<file path="config.mk">
export PLATFORM = sky130hd
export DESIGN_NAME = display_scan_ctrl_flat
export DESIGN_NICKNAME = d
export VERILOG_FILES = /design/src/rtl/display_scan_if.sv /design/src/rtl/display_scan_ctrl.sv /design/src/flat_wrapper.sv
export SDC_FILE = /design/constraint.sdc
export NUM_CORES = 1
export LEC_CHECK = 0
export BUFFER_PORTS_ARGS = -buffer_cell sky130_fd_sc_hd__buf_2
export CORE_UTILIZATION = 37
export CTS_CLUSTER_SIZE = 40
export DETAILED_ROUTE_END_ITERATION = 16
export MAX_ROUTING_LAYER = met4
export PLACE_DENSITY = 0.65
export SLEW_MARGIN = 10
export SYNTH_ARGS = -nofsm -noshare
export SYNTH_HDL_FRONTEND = slang
export SYNTH_SLANG_ARGS = --single-unit
</file>
<file path="constraint.sdc">
create_clock -name clock -period 2.7 [get_ports clock]
set_clock_uncertainty 0.05 [all_clocks]
set_input_delay 0.54 -clock clock [delete_from_list [all_inputs] [get_ports clock]]
set_output_delay 0.54 -clock clock [all_outputs]
set_load 0.01 [all_outputs]
</file>
<file path="src/rtl/display_scan_if.sv">
// Host-side bundle for the seven-segment scan controller.
// The master drives the scan enable and digit values; the slave (the
// controller) returns the decoder address, anode enables and status flags.
interface display_scan_if #(
   parameter int NDIGITS = 4
);
   localparam int IW = $clog2(NDIGITS);

   logic                   enable;
   logic [4*NDIGITS-1:0]   values;
   logic                   load;
   logic [3:0]             address;
   logic [NDIGITS-1:0]     anode;
   logic [IW-1:0]          digit_idx;
   logic                   frame_done;
   logic                   upd_pending;

   modport master (
      output enable, values, load,
      input  address, anode, digit_idx, frame_done, upd_pending
   );

   modport slave (
      input  enable, values, load,
      output address, anode, digit_idx, frame_done, upd_pending
   );
endinterface

</file>
<file path="src/rtl/display_scan_ctrl.sv">
// Time-multiplexed scan controller for an N-digit common-anode seven-segment
// display. One shared decoder address and one active-low anode per cycle;
// each digit slot starts with a dark blanking window to prevent ghosting.
// Host values are double buffered and applied only at frame boundaries
// (or immediately while idle), so a frame never mixes old and new data.
// Optional build macro LEADING_ZERO_BLANK_EN suppresses leading zero digits.
module display_scan_ctrl #(
   parameter int NDIGITS  = 4,
   parameter int PRESCALE = 1000,
   parameter int BLANK    = 16
) (
   input logic          clock,
   input logic          reset,
   display_scan_if.slave bus
);

   localparam int IW = $clog2(NDIGITS);
   localparam int CW = $clog2(PRESCALE);
   localparam int VW = 4 * NDIGITS;

   typedef enum logic [1:0] {S_IDLE, S_BLANK, S_SHOW} state_t;

   state_t             state, state_nx;
   logic [CW-1:0]      cnt, cnt_nx;
   logic [IW-1:0]      idx, idx_nx;
   logic [VW-1:0]      shadow, shadow_nx;
   logic [VW-1:0]      active, active_nx;
   logic               pending, pending_nx;
   logic               apply;
   logic               digit_on;
   logic [3:0]         address_q, address_nx;
   logic [NDIGITS-1:0] anode_q, anode_nx;
   logic               frame_done_q, frame_done_nx;

   // FSM state register: scan state, prescale count and digit index.
   always_ff @(posedge clock) begin
      // NOTE: sequential state uses non-blocking assignments so every register
      // samples the pre-edge values regardless of statement order.
      if (reset) begin
         state <= S_IDLE;
         cnt   <= '0;
         idx   <= '0;
      end else begin
         state <= state_nx;
         cnt   <= cnt_nx;
         idx   <= idx_nx;
      end
   end

   // Next-state logic: slot counting, digit advance and blank/show phase.
   always_comb begin
      // NOTE: every combinational output gets a default first, so no path
      // through the block can leave a value unassigned and infer a latch.
      state_nx = state;
      cnt_nx   = cnt;
      idx_nx   = idx;
      if (!bus.enable) begin
         state_nx = S_IDLE;
         cnt_nx   = '0;
         idx_nx   = '0;
      end else begin
         if (state == S_IDLE) begin
            cnt_nx = '0;
            idx_nx = '0;
         end else if (cnt == CW'(PRESCALE - 1)) begin
            cnt_nx = '0;
            idx_nx = (idx == IW'(NDIGITS - 1)) ? '0 : idx + IW'(1);
         end else begin
            cnt_nx = cnt + CW'(1);
         end
         // The phase follows the count, so a zero-length blank goes straight to SHOW.
         state_nx = ((BLANK != 0) && (cnt_nx < CW'(BLANK))) ? S_BLANK : S_SHOW;
      end
   end

   // Double buffer: shadow captures host loads, active swaps at frame end or while idle.
   always_comb begin
      apply      = pending && (frame_done_q || (state == S_IDLE));
      active_nx  = apply ? shadow : active;
      shadow_nx  = bus.load ? bus.values : shadow;
      pending_nx = bus.load || (pending && !apply);
   end

`ifdef LEADING_ZERO_BLANK_EN
   logic [NDIGITS-1:0] lz_mask;

   // Mark digits above the most significant non-zero nibble; digit 0 is never masked.
   always_comb begin : lz_scan
      logic all_zero;
      all_zero = 1'b1;
      lz_mask  = '0;
      for (int k = NDIGITS - 1; k > 0; k--) begin
         all_zero   = all_zero && (active_nx[4*k +: 4] == 4'h0);
         lz_mask[k] = all_zero;
      end
   end

   assign digit_on = ~lz_mask[idx_nx];
`else
   assign digit_on = 1'b1;
`endif

   // Output decode: values for the registered outputs, derived from the next state.
   always_comb begin
      address_nx    = active_nx[4*idx_nx +: 4];
      anode_nx      = '1;
      frame_done_nx = 1'b0;
      if ((state_nx == S_SHOW) && digit_on) begin
         anode_nx[idx_nx] = 1'b0;
      end
      if ((state_nx != S_IDLE) && (idx_nx == IW'(NDIGITS - 1)) &&
          (cnt_nx == CW'(PRESCALE - 1))) begin
         frame_done_nx = 1'b1;
      end
   end

   // Value buffer registers.
   always_ff @(posedge clock) begin
      // NOTE: the value buffers are reset along with everything else so a
      // restart never shows stale digits; there are no memories to exempt.
      if (reset) begin
         shadow  <= '0;
         active  <= '0;
         pending <= 1'b0;
      end else begin
         shadow  <= shadow_nx;
         active  <= active_nx;
         pending <= pending_nx;
      end
   end

   // Output registers: glitch-free anode and address drive.
   always_ff @(posedge clock) begin
      if (reset) begin
         address_q    <= 4'h0;
         anode_q      <= '1;
         frame_done_q <= 1'b0;
      end else begin
         address_q    <= address_nx;
         anode_q      <= anode_nx;
         frame_done_q <= frame_done_nx;
      end
   end

   assign bus.address     = address_q;
   assign bus.anode       = anode_q;
   assign bus.digit_idx   = idx;
   assign bus.frame_done  = frame_done_q;
   assign bus.upd_pending = pending;

endmodule

</file>
<file path="src/flat_wrapper.sv">
// flat-port wrapper written by rule: the top's interface ports become plain ports
module display_scan_ctrl_flat 
#(
   parameter int NDIGITS  = 4,
   parameter int PRESCALE = 1000,
   parameter int BLANK    = 16
)
  (clock, reset, bus_enable, bus_values, bus_load, bus_address, bus_anode, bus_digit_idx, bus_frame_done, bus_upd_pending);
  display_scan_if #(.NDIGITS(NDIGITS)) bus_i ();
  input logic clock;
  input logic reset;
  input wire logic [$bits(bus_i.enable)-1:0] bus_enable;
  input wire logic [$bits(bus_i.values)-1:0] bus_values;
  input wire logic [$bits(bus_i.load)-1:0] bus_load;
  output wire logic [$bits(bus_i.address)-1:0] bus_address;
  output wire logic [$bits(bus_i.anode)-1:0] bus_anode;
  output wire logic [$bits(bus_i.digit_idx)-1:0] bus_digit_idx;
  output wire logic [$bits(bus_i.frame_done)-1:0] bus_frame_done;
  output wire logic [$bits(bus_i.upd_pending)-1:0] bus_upd_pending;
  assign bus_i.enable = bus_enable;
  assign bus_i.values = bus_values;
  assign bus_i.load = bus_load;
  assign bus_address = bus_i.address;
  assign bus_anode = bus_i.anode;
  assign bus_digit_idx = bus_i.digit_idx;
  assign bus_frame_done = bus_i.frame_done;
  assign bus_upd_pending = bus_i.upd_pending;
  display_scan_ctrl #(.NDIGITS(NDIGITS), .PRESCALE(PRESCALE), .BLANK(BLANK)) u_core (.clock(clock), .reset(reset), .bus(bus_i));
endmodule
</file>
# Yosys cells after proc, flatten, opt, wreduce, memory -nomap -nowiden
# Index checks and enable logic that the tools add are counted.
[word_totals]
regBits = 56
input_bits = 20
output_inout_bits = 12
word_cells = 47
[op_classes]
n_addsub = 2
order_cmp = 3
eq_ne = 5
shift = 1
mux = 14
bitwise_logic = 2
reduce_logical = 11
[ops]
columns = ["op", "count"]
rows = [
  ["2-to-1 mux 10 bit", 4],
  ["== test 10 bit (second input constant)", 2],
  ["2-to-1 mux 16 bit", 1],
  ["variable part select 16 x 5 -> 4 bit", 1],
  ["2-to-1 mux 2 bit", 6],
  ["adder 10 x 1 -> 10 bit (second input constant)", 1],
  ["< comparator 10 x 5 -> 1 bit (second input constant)", 1],
  ["== test 2 bit (second input constant)", 3],
  ["logical AND 1 bit", 5],
  ["NOT 4 bit", 1],
  ["< comparator 2 x 3 -> 1 bit (second input constant)", 1],
  ["adder 2 x 1 -> 2 bit (second input constant)", 1],
  ["demux 1 bit (select 2 bit)", 1],
  ["greater-or-equal comparator 2 x 1 -> 1 bit (second input constant)", 1],
  ["logical NOT 2 bit", 1],
  ["logical OR 1 bit", 2],
  ["2-to-1 mux 1 bit", 2],
  ["nonzero test 2 bit", 1],
  ["OR reduction 2 bit", 1],
  ["logical NOT 1 bit", 1],
  ["NOT 1 bit", 1],
]

# Logic depth before layout (Yosys ltp)
[depth]
depth_word = 11
mapped_depth = 8
depth_no_buf = 6

# Worst setup path after synthesis
# OpenSTA, ideal clock, no wires.
[synth_timing]
path_type = "reg-to-reg"
startpoint = "register u_core.cnt[0]"
endpoint = "register u_core.address_q[0], in the netlist u_core.bus.address[0]"
setup_time_ps = 117
arrival_ps = 2248
t_required_ps = 2533
setup_slack_ps = 286
stages_incl_launch_ff = 8
path_buffers = 1
period_less_slack_ps = 2414
path_cell_list = "dfxtp_1 -> ha_1 -> and4_1 -> and3_1 -> buf_6 -> mux2i_4 -> mux4_1 -> a22o_1"
[synth_between]
elab_chain_cells = 5
[synth_lines]
columns = ["item", "line_no", "text"]
rows = [
  ["start, declared", "display_scan_ctrl.sv:24", "logic [CW-1:0] cnt, cnt_nx;"],
  ["start signal, assigned", "display_scan_ctrl.sv:45", "cnt <= cnt_nx;"],
  ["== test 10 bit", "display_scan_ctrl.sv:65", "end else if (cnt == CW'(PRESCALE - 1)) begin"],
  ["2-to-1 mux 2 bit", "display_scan_ctrl.sv:65", ""],
  ["2-to-1 mux 2 bit", "display_scan_ctrl.sv:62", "if (state == S_IDLE) begin"],
  ["2-to-1 mux 2 bit", "display_scan_ctrl.sv:57", "if (!bus.enable) begin"],
  ["variable part select 16 x 5 -> 4 bit", "display_scan_ctrl.sv:105", "address_nx = active_nx[4*idx_nx +: 4];"],
  ["end signal, assigned", "display_scan_ctrl.sv:139", "address_q <= address_nx;"],
  ["end, declared", "display_scan_ctrl.sv:31", "logic [3:0] address_q, address_nx;"],
]
# Every way passes these cells.
# A chain may end at the register's enable or synchronous reset.

# Final worst setup path
[layout_timing]
startpoint = "register u_core.cnt[0]"
endpoint = "register u_core.address_q[3], in the netlist u_core.bus.address[3]"
# Same word-level chain as after synthesis.

==> impl_metrics.yaml <==
yosys:
  syn_area_per_cell_um2: 9.611
  synth_area_leaders: "dfxtp_1 (47%), mux2i_1 (6.7%), nand2_1 (5.8%), nor2_1 (5.5%), mux4_1 (4.4%)"
  synth_cells: 248
  synthAdderAreaFrac_pct: 1.050
  synth-simple-area-share_pct: 20.00
  yosysTopAreaCell: "dfxtp_1"
  ys_ff_latch: 56
  syn_nets: 270
  yosysTopAreaCellShare_pct: 47.03
  syn_area_um2: 2384
  synth_cell_type_count: 40
  synth_compound_area_share_pct: 7.874
  synth_top_family_by_area: "simple AND/OR/NAND/NOR gates"
  yosysWarnings: 0
  yosys.area_share.xor_xnor_pct: 3.675
  synthMuxAreaShare_pct: 16.33
  ys_seq_area_share_pct: 47.03
timing:
  tns_ns: 0
  finalHoldViolations: 0
  rsz0062_at_grt: "false"
  tightest_slew_ns: 0.4929
  timing.hold.ws_ns: 0.4061
  fmax_mhz: 398.5
  setup_violations: 0
  period_share_pct: 92.95
  drv_slew: 0
  slew_headroom_pct: 67.14
  min_period_ns: 2.510
clocking:
  htree_num_levels: 2
  clkSinkCount: 56
  cts_hold_buffers: 0
  post_cts_resized: 0
  clk_pin_slew_ns: 0.10
  cts_setup_buffers: 0
  numCtsBuffers: 5
  cts_buffer_depth: 2
  clock_latency_ns: 0.31
  root_buffer: "clkbuf_8"
  cts_tree: "built"
power_and_ir_drop:
  powerDensity_nw_per_um2: 522.5
  power.leakage_nw: 1.083
  clock_power_share_pct: 32.0
  swShare_pct: 23.54
  ir_drop_mv: 0.3766
  intPower_w: 0.001078
  p_seq_share_pct: 61.4
  pwr-share-comb_pct: 6.6
  netSwitchingPower_w: 0.0003319
final_layout:
  final_core_util_pct: 44.51
  fillers: 585
  area_growth_pct: 13.18
  layout.nets: 298
  diodes: 0
  layout_commonest_cell: "dfxtp_1"
  final_cell_mix: "dfxtp_1 (56), nand2_1 (37), nor2_1 (35), buf_2 (31), a21oi_1 (19)"
  layout-drive-gt1-share_pct: 18.77
drt:
  vias: 1794
  drc: 0
  wire_per_inst_um: 12.99
  drt_wl_total_mm: 4.573
  drt_iter0_markers: 73
  viasPerCell: 5.097
  first_pass_iters: 4
  ant_nets: 0
critical_path:
  cp_top_family: "multiplexers"
  cpMaxStageDelayCell: "mux4_1"
  crit_type: "reg2reg"
  cp_data_required_time_ns: 2.86
  worst-path-buf-inv: 1
  end_kind: "register"
  startpoint_type: "register"
  critPathMaxFanout: 10
  cpPeakStageDelay_ns: 0.56
  worstPathArrival_ns: 2.67
  crit_chain: "ha_1, and4_1, and3_1, mux2i_4, buf_12, mux4_1, a22o_1"
min_path:
  hold_path.class: "in2reg"
global_route:
  grt_use_total_pct: 15.93
  grt_overflow: 0
  grt_pass1_wl_mm: 7.838
  grt_max_degree: 37
  grt_antenna_before_repair: 0
  grt_pass1_vias: 1668
floorplan:
  io_pins: 32
  rows: 28
  start_util_pct: 39.33
  die_x_um: 82.26
  die_h_um: 82.26
  die_area_um2: 6767
  core_um2: 6061
status:
  status: "finished clean"
job:
  drv_cap: 0
placement:
  portBuffers: 31
  gp_congestion: 0.8248
  dp.final_hpwl_mm: 3.296
synth_stat cells, drive strengths merged:
master and instances:
and2b 1, ha 2, o211ai 1, a31oi 2
and3 4, inv 2, nand3 7, nor2b 3
nand2 37, mux2 1, a22o 4, and2 1
nand3b 2, and4bb 2, nor2 35, or3 3
a31o 1, and4 1, xor2 3, o22ai 1
a21oi 19, clkbuf 9, o21ai 3, nor3 1
buf 8, mux4 8, xnor2 7, nor4 1
mux2i 17, nand2b 1, nand4 4, dfxtp 56
o31ai 1
power by group through the flow:
stage / sequential, W / combinational [W] / clock (W)
6_report: 0.000866 / 0.0000933 / 0.000451
5_1_grt: 0.000870 / 0.000105 / 0.000511
4_1_cts: 0.000866 / 0.0000949 / 0.000478
3_5_place_dp: 0.000885 / 0.0000947 / 0
3_3_place_gp: 0.000885 / 0.0000921 / 0
2_1_floorplan: 0.000880 / 0.0000642 / 0
sequential cells by signal (all words and copies together), names as in the netlist:
| name | count |
|---|---|
| u_core.shadow | 16 |
| u_core.state | 2 |
| u_core.active | 16 |
| u_core.cnt | 10 |
| u_core.bus.upd_pending | 1 |
| u_core.bus.address | 4 |
| u_core.bus.digit_idx | 2 |
| u_core.bus.frame_done | 1 |
| u_core.bus.anode | 4 |
path summary, 6_finish.rpt:
check	start	to	slack [ns]	depth (start not counted)
max reg2reg	u_core.cnt[0]$_SDFF_PP0_	u_core.bus.address[3]$_SDFF_PP0_	0.19	7
min reg2reg	u_core.active[6]$_SDFF_PP0_	u_core.active[6]$_SDFF_PP0_	0.41	2
min	bus_values[6]	u_core.shadow[6]$_SDFFE_PP0P_	0.41	3
max	u_core.cnt[0]$_SDFF_PP0_	u_core.bus.address[3]$_SDFF_PP0_	0.19	7
cell families (layout without fill, tap and decap cells):
logic type                 after synthesis  in the layout
muxes                                   26             26
AOI/OAI and AO/OA                       32             32
xor gates and xnor gates                10             10
and+or+nand+nor                        103            103
buffers and inverters                   19             48
adders and majority gates                2              2
DFF                                     56             56
layout make-up:
class                   instances  area [um2]  area share, %
multi-input cells             173        1166          43.23
flip-flops and latches         56        1121          41.56
repair buffers                 38       220.2          8.163
well taps                      75       93.84          3.479
clock buffers                   6       72.57          2.690
clock inverters                 2       16.27         0.6030
inverters                       2       7.507         0.2783
worst register-to-register path, delay by kind of cell, from the launching register on:
kind	cells	cell delay (ns)
flip-flops	1	0.40
AO/OA/AOI/OAI	1	0.19
buffers and inverters	1	0.16
multiplexers	2	0.84
adder cells (fa/ha/maj)	1	0.24
AND/OR/NAND/NOR	2	0.54
metrics by stage:
| stage | std cells | worst slack (ns) | power, W | cell area [um2] |
|---|---|---|---|---|
| 2_1_floorplan | 248 | 0.2856 | 0.0009439 | 2384 |
| 3_3_place_gp | 344 | 0.2608 | 0.0009773 | 2609 |
| 3_5_place_dp | 344 | 0.2053 | 0.0009799 | 2609 |
| 4_1_cts | 352 | 0.1913 | 0.001439 | 2698 |
| 5_1_grt | 352 | 0.01710 | 0.001485 | 2698 |
| 6_report | 352 | 0.1904 | 0.001410 | 2698 |
routing by layer:
metal	vias up	GRT usage (%)	wire length, um
met5	-	-	0
met4	0	7.368	83
met3	7	3.187	194
met2	28	25.54	2221
met1	840	19.25	2073
li1	919	-	-
Note: power is estimated with default switching activity, not from simulation.
